**src/rtl/mc_control_fsm.sv**
```systemverilog
// Multi-cycle main control FSM: sequences fetch/decode/execute over the shared-memory datapath.
// Optional retired-instruction counter enabled by defining MC_CTRL_INSTR_CNT_EN.
module mc_control_fsm #(
    parameter int OPC_W = 6,
    parameter int RT_W  = 5
`ifdef MC_CTRL_INSTR_CNT_EN
    ,
    parameter int CNT_W = 32
`endif
) (
    input  logic             clk,
    input  logic             rst_n,
    input  logic [OPC_W-1:0] opcode,
    input  logic [RT_W-1:0]  rt,
    input  logic             mem_ready,
    output logic             pc_write,
    output logic             pc_write_cond,
    output logic             iord,
    output logic             mem_read,
    output logic             mem_write,
    output logic             ir_write,
    output logic             reg_dst,
    output logic             mem_to_reg,
    output logic             reg_write,
    output logic             alu_src_a,
    output logic [1:0]       alu_src_b,
    output logic [1:0]       pc_source,
    output logic [2:0]       alu_op,
    output logic [2:0]       branch_cond,
    output logic             illegal_op,
    output logic [3:0]       state_dbg
`ifdef MC_CTRL_INSTR_CNT_EN
    ,
    output logic [CNT_W-1:0] instr_count
`endif
);

    typedef enum logic [3:0] {
        S_FETCH    = 4'd0,
        S_DECODE   = 4'd1,
        S_MEM_ADDR = 4'd2,
        S_MEM_RD   = 4'd3,
        S_MEM_WB   = 4'd4,
        S_MEM_WR   = 4'd5,
        S_EXEC_R   = 4'd6,
        S_WB_R     = 4'd7,
        S_EXEC_I   = 4'd8,
        S_WB_I     = 4'd9,
        S_BRANCH   = 4'd10
    } state_t;

    state_t      r_state;
    state_t      w_next;
    logic        r_run;
    logic        w_is_lw, w_is_sw, w_is_r, w_is_addi, w_is_andi, w_is_ori;
    logic        w_is_br, w_is_ialu;
    logic [2:0]  w_bc;
    logic [2:0]  w_aop;
    logic        w_pc_write, w_pc_write_cond, w_iord, w_mem_read, w_mem_write, w_ir_write;
    logic        w_reg_dst, w_mem_to_reg, w_reg_write, w_alu_src_a, w_illegal;
    logic [1:0]  w_alu_src_b, w_pc_source;
    logic [2:0]  w_alu_op, w_branch_cond;

    assign w_is_lw   = (opcode == 6'b100011);
    assign w_is_sw   = (opcode == 6'b101011);
    assign w_is_r    = (opcode == 6'b000000);
    assign w_is_addi = (opcode == 6'b001000);
    assign w_is_andi = (opcode == 6'b001100);
    assign w_is_ori  = (opcode == 6'b001101);
    assign w_is_ialu = w_is_addi | w_is_andi | w_is_ori;
    assign w_is_br   = (w_bc != 3'b000);

    // Branch condition per opcode; bgtz/bltz are only legal with their rt qualifier.
    always_comb begin
        w_bc = 3'b000;
        case (opcode)
            6'b000100: w_bc = 3'b001;
            6'b000101: w_bc = 3'b010;
            6'b000001: w_bc = 3'b011;
            6'b000110: w_bc = 3'b101;
            6'b000111: begin
                if (rt == 5'b00001) w_bc = 3'b100;
                else                w_bc = 3'b000;
            end
            6'b000011: begin
                if (rt == 5'b00000) w_bc = 3'b110;
                else                w_bc = 3'b000;
            end
            default:   w_bc = 3'b000;
        endcase
    end

    // ALU operation per opcode, held for the whole instruction after FETCH.
    always_comb begin
        w_aop = 3'b000;
        case (opcode)
            6'b000000: w_aop = 3'b010;
            6'b001000: w_aop = 3'b011;
            6'b001100: w_aop = 3'b100;
            6'b001101: w_aop = 3'b101;
            default: begin
                if (w_is_br) w_aop = 3'b001;
                else         w_aop = 3'b000;
            end
        endcase
    end

    // Next-state and control decode from the state register and opcode.
    always_comb begin
        w_next          = r_state;
        w_pc_write      = 1'b0;
        w_pc_write_cond = 1'b0;
        w_iord          = 1'b0;
        w_mem_read      = 1'b0;
        w_mem_write     = 1'b0;
        w_ir_write      = 1'b0;
        w_reg_dst       = 1'b0;
        w_mem_to_reg    = 1'b0;
        w_reg_write     = 1'b0;
        w_alu_src_a     = 1'b0;
        w_alu_src_b     = 2'b00;
        w_pc_source     = 2'b00;
        w_alu_op        = 3'b000;
        w_branch_cond   = 3'b000;
        w_illegal       = 1'b0;
        case (r_state)
            S_FETCH: begin
                w_mem_read  = 1'b1;
                w_alu_src_b = 2'b01;
                if (mem_ready) begin
                    w_ir_write = 1'b1;
                    w_pc_write = 1'b1;
                    w_next     = S_DECODE;
                end else begin
                    w_next = S_FETCH;
                end
            end
            S_DECODE: begin
                w_alu_src_b   = 2'b11;
                w_alu_op      = w_aop;
                w_branch_cond = w_bc;
                if (w_is_lw || w_is_sw) w_next = S_MEM_ADDR;
                else if (w_is_r)        w_next = S_EXEC_R;
                else if (w_is_ialu)     w_next = S_EXEC_I;
                else if (w_is_br)       w_next = S_BRANCH;
                else begin
                    w_illegal = 1'b1;
                    w_next    = S_FETCH;
                end
            end
            S_MEM_ADDR: begin
                w_alu_src_a = 1'b1;
                w_alu_src_b = 2'b10;
                w_alu_op    = w_aop;
                if (w_is_lw) w_next = S_MEM_RD;
                else         w_next = S_MEM_WR;
            end
            S_MEM_RD: begin
                w_mem_read = 1'b1;
                w_iord     = 1'b1;
                w_alu_op   = w_aop;
                if (mem_ready) w_next = S_MEM_WB;
                else           w_next = S_MEM_RD;
            end
            S_MEM_WB: begin
                w_reg_write  = 1'b1;
                w_mem_to_reg = 1'b1;
                w_alu_op     = w_aop;
                w_next       = S_FETCH;
            end
            S_MEM_WR: begin
                w_mem_write = 1'b1;
                w_iord      = 1'b1;
                w_alu_op    = w_aop;
                if (mem_ready) w_next = S_FETCH;
                else           w_next = S_MEM_WR;
            end
            S_EXEC_R: begin
                w_alu_src_a = 1'b1;
                w_alu_op    = w_aop;
                w_next      = S_WB_R;
            end
            S_WB_R: begin
                w_reg_write = 1'b1;
                w_reg_dst   = 1'b1;
                w_alu_op    = w_aop;
                w_next      = S_FETCH;
            end
            S_EXEC_I: begin
                w_alu_src_a = 1'b1;
                w_alu_src_b = 2'b10;
                w_alu_op    = w_aop;
                w_next      = S_WB_I;
            end
            S_WB_I: begin
                w_reg_write = 1'b1;
                w_alu_op    = w_aop;
                w_next      = S_FETCH;
            end
            S_BRANCH: begin
                w_alu_src_a     = 1'b1;
                w_alu_op        = w_aop;
                w_pc_write_cond = 1'b1;
                w_pc_source     = 2'b01;
                w_branch_cond   = w_bc;
                w_next          = S_FETCH;
            end
            default: w_next = S_FETCH;
        endcase
    end

    // State register; r_run keeps every strobe low until the first clock after reset release.
    always_ff @(posedge clk or negedge rst_n) begin
        if (!rst_n) begin
            r_state <= S_FETCH;
            r_run   <= 1'b0;
        end else begin
            r_run <= 1'b1;
            if (r_run) r_state <= w_next;
            else       r_state <= S_FETCH;
        end
    end

    assign pc_write      = r_run & w_pc_write;
    assign pc_write_cond = r_run & w_pc_write_cond;
    assign iord          = r_run & w_iord;
    assign mem_read      = r_run & w_mem_read;
    assign mem_write     = r_run & w_mem_write;
    assign ir_write      = r_run & w_ir_write;
    assign reg_dst       = r_run & w_reg_dst;
    assign mem_to_reg    = r_run & w_mem_to_reg;
    assign reg_write     = r_run & w_reg_write;
    assign alu_src_a     = r_run & w_alu_src_a;
    assign alu_src_b     = r_run ? w_alu_src_b   : 2'b00;
    assign pc_source     = r_run ? w_pc_source   : 2'b00;
    assign alu_op        = r_run ? w_alu_op      : 3'b000;
    assign branch_cond   = r_run ? w_branch_cond : 3'b000;
    assign illegal_op    = r_run & w_illegal;
    assign state_dbg     = r_state;

`ifdef MC_CTRL_INSTR_CNT_EN
    logic             w_retire;
    logic [CNT_W-1:0] r_instr_count;

    assign w_retire = r_run && (w_next == S_FETCH) &&
                      ((r_state == S_MEM_WB) || (r_state == S_MEM_WR) || (r_state == S_WB_R) ||
                       (r_state == S_WB_I)   || (r_state == S_BRANCH));

    // Retired-instruction counter; illegal instructions leave from DECODE and are not counted.
    always_ff @(posedge clk or negedge rst_n) begin
        if (!rst_n) begin
            r_instr_count <= {CNT_W{1'b0}};
        end else if (w_retire) begin
            r_instr_count <= r_instr_count + {{(CNT_W-1){1'b0}}, 1'b1};
        end else begin
            r_instr_count <= r_instr_count;
        end
    end

    assign instr_count = r_instr_count;
`endif

endmodule

```
**config.mk**
```make
export PLATFORM = sky130hd
export DESIGN_NAME = mc_control_fsm
export DESIGN_NICKNAME = d
export VERILOG_FILES = /design/src/rtl/mc_control_fsm.sv
export SDC_FILE = /design/constraint.sdc
export NUM_CORES = 1
export LEC_CHECK = 0
export CORE_MARGIN = 2
export CORE_UTILIZATION = 24
export CTS_CLUSTER_DIAMETER = 40
export DETAILED_ROUTE_END_ITERATION = 6
export GPL_TIMING_DRIVEN = 0
export HOLD_SLACK_MARGIN = 0.12
export PLACE_DENSITY = 0.54
export REMOVE_ABC_BUFFERS = 1
export SYNTH_ARGS = -nofsm -noshare
export SYNTH_HDL_FRONTEND = slang
export SYNTH_SLANG_ARGS = --single-unit
```
**constraint.sdc**
```tcl
create_clock -name clk -period 2.4 [get_ports clk]
set_input_delay 0.48 -clock clk [delete_from_list [all_inputs] [get_ports clk]]
set_output_delay 0.48 -clock clk [all_outputs]
set_load 0.01 [all_outputs]
```
==> results of run 1 <==
[cell type report]
class / instances / share of cell area [%]
Multi-Input combinational cell: 94 / 49.05
Inverter: 4 / 1.362
Sequential cell: 5 / 9.537
Tap cell: 44 / 3.996
Timing Repair Buffer: 54 / 34.15
Clock buffer: 4 / 1.907
[through the flow]
| step | setup TNS (ns) | setup WS (ns) |
|---|---|---|
| after floorplan | 0 | 0.3762 |
| after global placement | -3.734 | -0.7818 |
| after detailed placement | -3.698 | -0.7837 |
| after CTS | 0 | 0.005266 |
| after global routing | -0.06259 | -0.04143 |
| final | -0.001700 | -0.001700 |
[flip-flops by register name, indices dropped and copies added (netlist names)]
name	cells
state_dbg	4
r_run	1
[per-layer routing]
metal  track usage (%)  up-vias
li1                  -      505
met1             19.23      483
met2             24.47       45
met3             3.361        0
met4            0.9317        0
met5                 0        -
[what timing repair did]
item                       CTS  global route
pin swaps                    6             1
gates resized for setup     48            10
buffers inserted            10             7
setup endpoints to repair   18            12
[path summary, 6_finish.rpt]
path | endpoint | cells past startpoint | from
setup / recovery | illegal_op | 7 | rt[1]
hold / removal | state_dbg[2]$_DFF_PN0_ | 1 | rst_n
setup reg to reg | state_dbg[2]$_DFF_PN0_ | 5 | state_dbg[0]$_DFF_PN0_
hold reg to reg | state_dbg[2]$_DFF_PN0_ | 2 | state_dbg[3]$_DFF_PN0_
max in group asynchronous | state_dbg[1]$_DFF_PN0_ | 1 | rst_n
min in group clk | state_dbg[2]$_DFF_PN0_ | 2 | state_dbg[3]$_DFF_PN0_
[synthesized netlist by cell type, types with 2 or more instances]
| library cell | instances |
|---|---|
| buf_2 | 2 |
| inv_1 | 4 |
| nor2_1 | 15 |
| conb_1 | 2 |
| nor3_1 | 6 |
| nor2b_1 | 4 |
| and3_1 | 3 |
| a21oi_1 | 10 |
| buf_4 | 3 |
| dfrtp_1 | 5 |
| nand3b_1 | 2 |
| o21ai_0 | 4 |
| nor3b_1 | 4 |
| clkbuf_1 | 5 |
| o211ai_1 | 2 |
| or3_1 | 2 |
| nand2_1 | 4 |
| nand2b_1 | 6 |
[cells by family after synthesis]
group / Yosys count
AOI/OAI and AO/OA: 30
and+or+nand+nor: 60
DFF: 5
xor gates and xnor gates: 2
buffers and inverters: 14
other: 2
[worst max-delay path: cells and delay by family]
kind	cells	cell delay [ns]
buffers and inverters	3	0.51
AO/OA/AOI/OAI	2	0.21
AND/OR/NAND/NOR	2	0.74
[power breakdown]
part	internal (W)	switching [W]	total, W
clock	0.0000628	0.0000334	0.0000961
combinational	0.0000575	0.0000598	0.000117
sequential	0.0000876	0.00000621	0.0000938
==> summary.txt, run 1 <==
Outcome
  – Status: complete, but fails checks
  – Failing checks: negative setup slack

Final layout
  – Final Cell Area: roughly 1400 um^2
  – Most frequent cells in the layout: clkdlybuf4s50_1, nor2_1, buf_4
  – Nets@finish: between 150 and 200
  – Final Non-Filler Cells: 205
  – Area Overhead vs Synth: 76.16%
  – Util after Layout: approximately 45%
  – Most common cell after layout, fill and taps aside: clkdlybuf4s50_1
  – N_diodes: 0
  – Fillers: 333
  – Share of cells above drive strength 1: 29.81%
  – Reg area: approximately 130 um^2
  – Multi-input gate area: around 680 um^2

Yosys
  – Largest family of logic cells by synthesized area: simple AND/OR/NAND/NOR gates
  – Seq/Total Area, Yosys: between 15 and 20%
  – Ys async rst share: between 90% and 100%
  – Synth Instances: between 100 and 150
  – Synth Register Bits: 5
  – XOR/XNOR Fraction of Synth Area: roughly 2.2%
  – Area share of and/or/nand/nor cells after synthesis: a little under half
  – Area share of the largest cell type after synthesis: ~16%
  – Mean Syn Cell Area: between 6 and 7 um^2
  – Synthesized area: ~780 um^2
  – Dominant synthesized flop cell: dfrtp_1
  – Mux contribution to synthesized area: 0%
  – Yosys top cell by area: dfrtp_1
  – Netlist cell types: between 40 and 50
  – Synth warn: 0
  – Adder-cell share of the synthesized area: 0%
  – Synth area leaders: dfrtp_1, nor2_1, a21oi_1
  – EDFF count, synth: 0
  – Synth Area in Compound Gates: a little over a quarter

Clock network
  – CTS max path bufs: 2
  – CTS tree: done
  – H-tree levels: 1
  – Clock transition at path regs: 0.04 ns
  – CTS root buf: clkbuf_4
  – Hold Buf Count CTS: 0
  – Worst-Skew Late Latency: 0.24 ns
  – Clock sink total: 5
  – Num CTS Buffers: 3

Die
  – Die area: 3731 um^2
  – Initial core utilization: 25.41%
  – I/O Pins: 39
  – Row count: 20
  – Die Y: 61.08 um
  – Die Width: between 60 and 70 um
  – Core area: a little over 3000 um^2

Routing
  – Via count: around 1,000
  – WL final: between 2000 and 3000 um
  – WL met3: 189 um
  – WL/cell: 13.23 um
  – Vias/cell: between 5 and 6
  – WL met2: about 1400 um
  – DR top layer: met3
  – Final ANT Viol Nets: 0
  – Wl on met1: between 1000 and 1500 um
  – # DRC: 0
  – Drt pass-1 iters: 4
  – DRT iter0 DRCs: 26

Critical path
  – Crit-path max FO: 4
  – Max incr delay on CP: ~0.55 ns
  – Crit Path Category: input pin to output pin
  – Critical path launch point type: input pin
  – Critical Path Slowest Stage Cell: or4_4
  – Reg2Reg Setup Slack: roughly 0.73 ns
  – Cells along the critical path: dlygate4sd2_1 -> or4_4 -> a21oi_4 -> buf_4 -> o31ai_4 -> and4_1 -> buf_2
  – CP arrival: between 1.5 and 2 ns
  – Crit path capture type: output pin
  – WP data required: between 1.5 and 2 ns

Place
  – Placed insts: ~180
  – Final HPWL DP: between 1500 and 2000 um
  – Routability Congestion: around 0.85
  – Placed inst area: approximately 1200 um^2
  – Number of port buffers: 37

Timing
  – Unrepaired setup endpoints after global routing: true
  – Final hold violations: 0
  – Post-Route Skew: between 0.005 and 0.006 ns
  – Final worst setup slack: -0.001700 ns
  – Period minus WS final: roughly 2.4 ns
  – Max Slew Vio Count: 0
  – Final setup fails: 1
  – F_max: approximately 0.42 GHz
  – Final Cycle Share: 100.1%
  – Hold_ws: 0.4512 ns

GRT
  – Initial antenna violation count: 0
  – Overall routing resource usage: 14.31%
  – Largest net degree at the start of global routing: 18
  – Global-route wire length before repair: a little over 4000 um
  – Grt total ovfl: 0
  – Vias in the first global route: about 910

Power
  – Maximum vdd ir drop: between 0.00015 and 0.0002 V
  – Design Power: 0.0003072 W
  – Power Dens Cells: between 200 and 250 nW/um^2
  – Leak pwr: slightly below 0.6 nW

Run
  – MaxCap Viol Count: 0

Hold path
  – HP Class: input pin to async pin
(Power assumes the default switching activity.)
==> inputs of run 2 (changes only) <==
--- a/config.mk
+++ b/config.mk
@@ -6,12 +6,12 @@
 export NUM_CORES = 1
 export LEC_CHECK = 0
 export CORE_MARGIN = 2
-export CORE_UTILIZATION = 24
+export CORE_UTILIZATION = 40
 export CTS_CLUSTER_DIAMETER = 40
 export DETAILED_ROUTE_END_ITERATION = 6
 export GPL_TIMING_DRIVEN = 0
 export HOLD_SLACK_MARGIN = 0.12
-export PLACE_DENSITY = 0.54
+export PLACE_DENSITY = 0.81
 export REMOVE_ABC_BUFFERS = 1
 export SYNTH_ARGS = -nofsm -noshare
 export SYNTH_HDL_FRONTEND = slang
==> constraint.sdc (replaced) <==
create_clock -name clk -period 2.4 [get_ports clk]
set_input_delay 0.72 -clock clk [delete_from_list [all_inputs] [get_ports clk]]
set_output_delay 0.72 -clock clk [all_outputs]
set_load 0.01 [all_outputs]
==> run 2 against run 1 <==
Critical path depth decreased by 1. The flow still finishes with violations (negative setup slack). Largest cell class unchanged. Critical endpoint unchanged. Critical path type unchanged. Largest power group unchanged. Highest routed layer is now met4. Worst setup slack got worse by 0.26 ns. Utilization increased by 32 points.
==> summary.txt, run 2 (synthesis results as in run 1) <==
Final layout
  – Share of cells above drive strength 1: 42.51% (+13 points)
  – Nets@finish: 182 (+3.4%)
  – Most common cell after layout, fill and taps aside: buf_4
  – Final Non-Filler Cells: 192 (-6.3%)
  – Area Overhead vs Synth: 75.20%
  – N_diodes: 0 (unchanged)
  – Util after Layout: 76.84% (+32 points)
  – Most frequent cells in the layout: buf_4, nor2_1, buf_2
  – Max reg flops: 4 (unchanged)

Die
  – Die area: 2325 um^2 (-38%)
  – Core area: 1783 um^2 (-42%)
  – I/O Pins: 39 (unchanged)
  – Die Y: 48.22 um (-21%)
  – Die Width: 48.22 um (-21%)
  – Row count: 15 (-25%)
  – Initial core utilization: 43.86% (+18 points)

Critical path
  – CP arrival: 1.94 ns (+0.02 ns)
  – Max incr delay on CP: 0.55 ns (about the same)
  – Crit path capture type: output pin
  – Worst Path Buf+Inv: 2 (-1)
  – Critical path launch point type: input pin
  – RR Startpoint: state_dbg[2]$_DFF_PN0_
  – Reg2Reg Setup Slack: 0.82 ns (+0.09 ns)
  – WP data required: 1.68 ns (-0.24 ns)
  – Crit Path Category: input pin to output pin
  – Crit-path max FO: 3 (-1)
  – Crit path from: rt[2]
  – Critical Path Slowest Stage Cell: or4_4
  – Top delay family on crit path: simple AND/OR/NAND/NOR gates
  – Cells along the critical path: buf_6 -> or4_4 -> a21oi_4 -> o31ai_4 -> and4_1 -> buf_2

Timing
  – Post-Route Skew: 0.01147 ns (+0.005629 ns)
  – Final Cycle Share: 110.8% (+11 points)
  – Final worst setup slack: -0.2597 ns (-0.2580 ns)
  – Max Slew Vio Count: 0 (unchanged)
  – Setup TNS: -0.7533 ns (-0.7516 ns)
  – Final hold violations: 0 (unchanged)
  – Period minus WS final: 2.660 ns (+0.2580 ns)
  – Final setup fails: 4 (+3)
  – Unrepaired setup endpoints after global routing: true
  – F_max: 0.3760 GHz (-9.7%)

GRT
  – Initial antenna violation count: 0 (unchanged)
  – Overall routing resource usage: 24.11% (+9.8 points)
  – Grt total ovfl: 0 (unchanged)
  – Global-route wire length before repair: 3905 um (-4.9%)
  – Vias in the first global route: 911 (-0.33%)
  – Largest net degree at the start of global routing: 12 (-6)

Routing
  – Via count: 1,082 (+4.7%)
  – Final ANT Viol Nets: 0 (unchanged)
  – # DRC: 0 (unchanged)
  – WL/cell: 14.19 um (+7.2%)
  – WL final: 2725 um (+0.44%)
  – Vias/cell: 5.635 (+12%)
  – Drt pass-1 iters: 4 (unchanged)
  – DRT iter0 DRCs: 23 (-12%)

Clock network
  – Clock transition at path regs: 0.05 ns (about the same)
  – Clock sink total: 5 (unchanged)
  – CTS max path bufs: 2 (unchanged)
  – Num CTS Buffers: 3 (unchanged)
  – Worst-Skew Late Latency: 0.26 ns (+0.02 ns)
  – Hold Buf Count CTS: 0 (unchanged)
  – H-tree levels: 1 (unchanged)
  – CTS tree: done
  – CTS root buf: clkbuf_4

Power
  – Net Sw Power: 0.0001117 W (+12%)
  – Part of the power in registers: 27.9% (-2.6 points)
  – Switching Share: 34.43% (+2.1 points)
  – Int Pwr: 0.0002126 W (+2.3%)
  – Maximum vdd ir drop: 0.0002162 V (+14%)
  – Leak pwr: 0.6257 nW (+6.8%)
  – Clk network pwr share: 32.7% (+1.4 points)
  – Logic pwr share: 39.4% (+1.2 points)
  – Power Dens Cells: 236.7 nW/um^2 (+6.1%)

Place
  – Number of port buffers: 37 (unchanged)
  – Routability Congestion: 0.8061 (-4.6%)
  – Placed insts: 165 (-10%)
  – DP Worst Slack: -1.247 ns (-0.4633 ns)
  – Final HPWL DP: 1653 um (-7.4%)

Outcome
  – Failing checks: negative setup slack
  – Status: complete, but fails checks

Hold path
  – HP Class: flop to flop
  – Hold path startpoint: state_dbg[3]$_DFF_PN0_

Run
  – MaxCap Viol Count: 0 (unchanged)
## run 2: changes by cell type in the layout (fill, tap and decap cells not counted), moves of 2 or more
cell             change
buf_4                +9
clkdlybuf4s50_1     -11
buf_6                +3
nor3_2               +2
clkdlybuf4s15_1      +2
dlygate4sd2_1        -4
nor3_1               -2
buf_2                +7
## run 2: worst reg2reg max path, stage by stage, from the launching register on
cell,delay (ns)
dfrtp_2,0.44
buf_4,0.15
buf_4,0.17
nor3b_1,0.21
a211o_1,0.15
a21oi_1,0.07
a311oi_1,0.26
## run 2: metal layers
layer | track usage (%) | up-vias | part of all wire [%]
met5 | 0 | - | 0
met4 | 17.30 | 0 | 1.9
met3 | 2.963 | 4 | 5.8
met2 | 41.84 | 45 | 53
met1 | 26.77 | 517 | 39
li1 | - | 516 | -
## run 2: layout make-up
type | count | area [um^2]
Fill cell | 135 | 412.9
Timing Repair Buffer | 60 | 474.2
Tap cell | 25 | 31.28
Inverter | 4 | 15.01
Multi-Input combinational cell | 94 | 691.9
Sequential cell | 5 | 131.4
Clock buffer | 4 | 26.28
## run 2: per-stage QoR
step                power [W]  area (um^2)  hold WS [ns]
floorplan           0.0001383        730.7        0.4244
global placement    0.0001923         1132        0.7773
detailed placement  0.0001939         1132        0.7806
CTS                 0.0003075         1308        0.6395
global route        0.0003384         1370        0.6648
finish              0.0003243         1370        0.6549
## run 2: path summary, 6_finish.rpt
path	depth (start not counted)	end
min reg2reg	2	state_dbg[2]$_DFF_PN0_
min	2	state_dbg[2]$_DFF_PN0_
max in group asynchronous	1	state_dbg[1]$_DFF_PN0_
min in group asynchronous	1	state_dbg[2]$_DFF_PN0_
max reg2reg	6	state_dbg[1]$_DFF_PN0_
max	6	illegal_op
## run 2: what timing repair did
action,4_1_cts,5_1_grt
setup endpoints to repair,20,14
cloned,0,0
setup buffers,18,5
hold endpoints to repair,0,0
pin swaps,15,9
resized for setup,105,17
## run 2: power by group through the flow
stage / Clock (W) / Sequential (W) / Combinational, W
2_1_floorplan: 0 / 0.0000954 / 0.0000429
3_3_place_gp: 0 / 0.0000971 / 0.0000952
3_5_place_dp: 0 / 0.0000971 / 0.0000968
4_1_cts: 0.000103 / 0.0000926 / 0.000112
5_1_grt: 0.000110 / 0.0000905 / 0.000138
6_report: 0.000106 / 0.0000904 / 0.000128
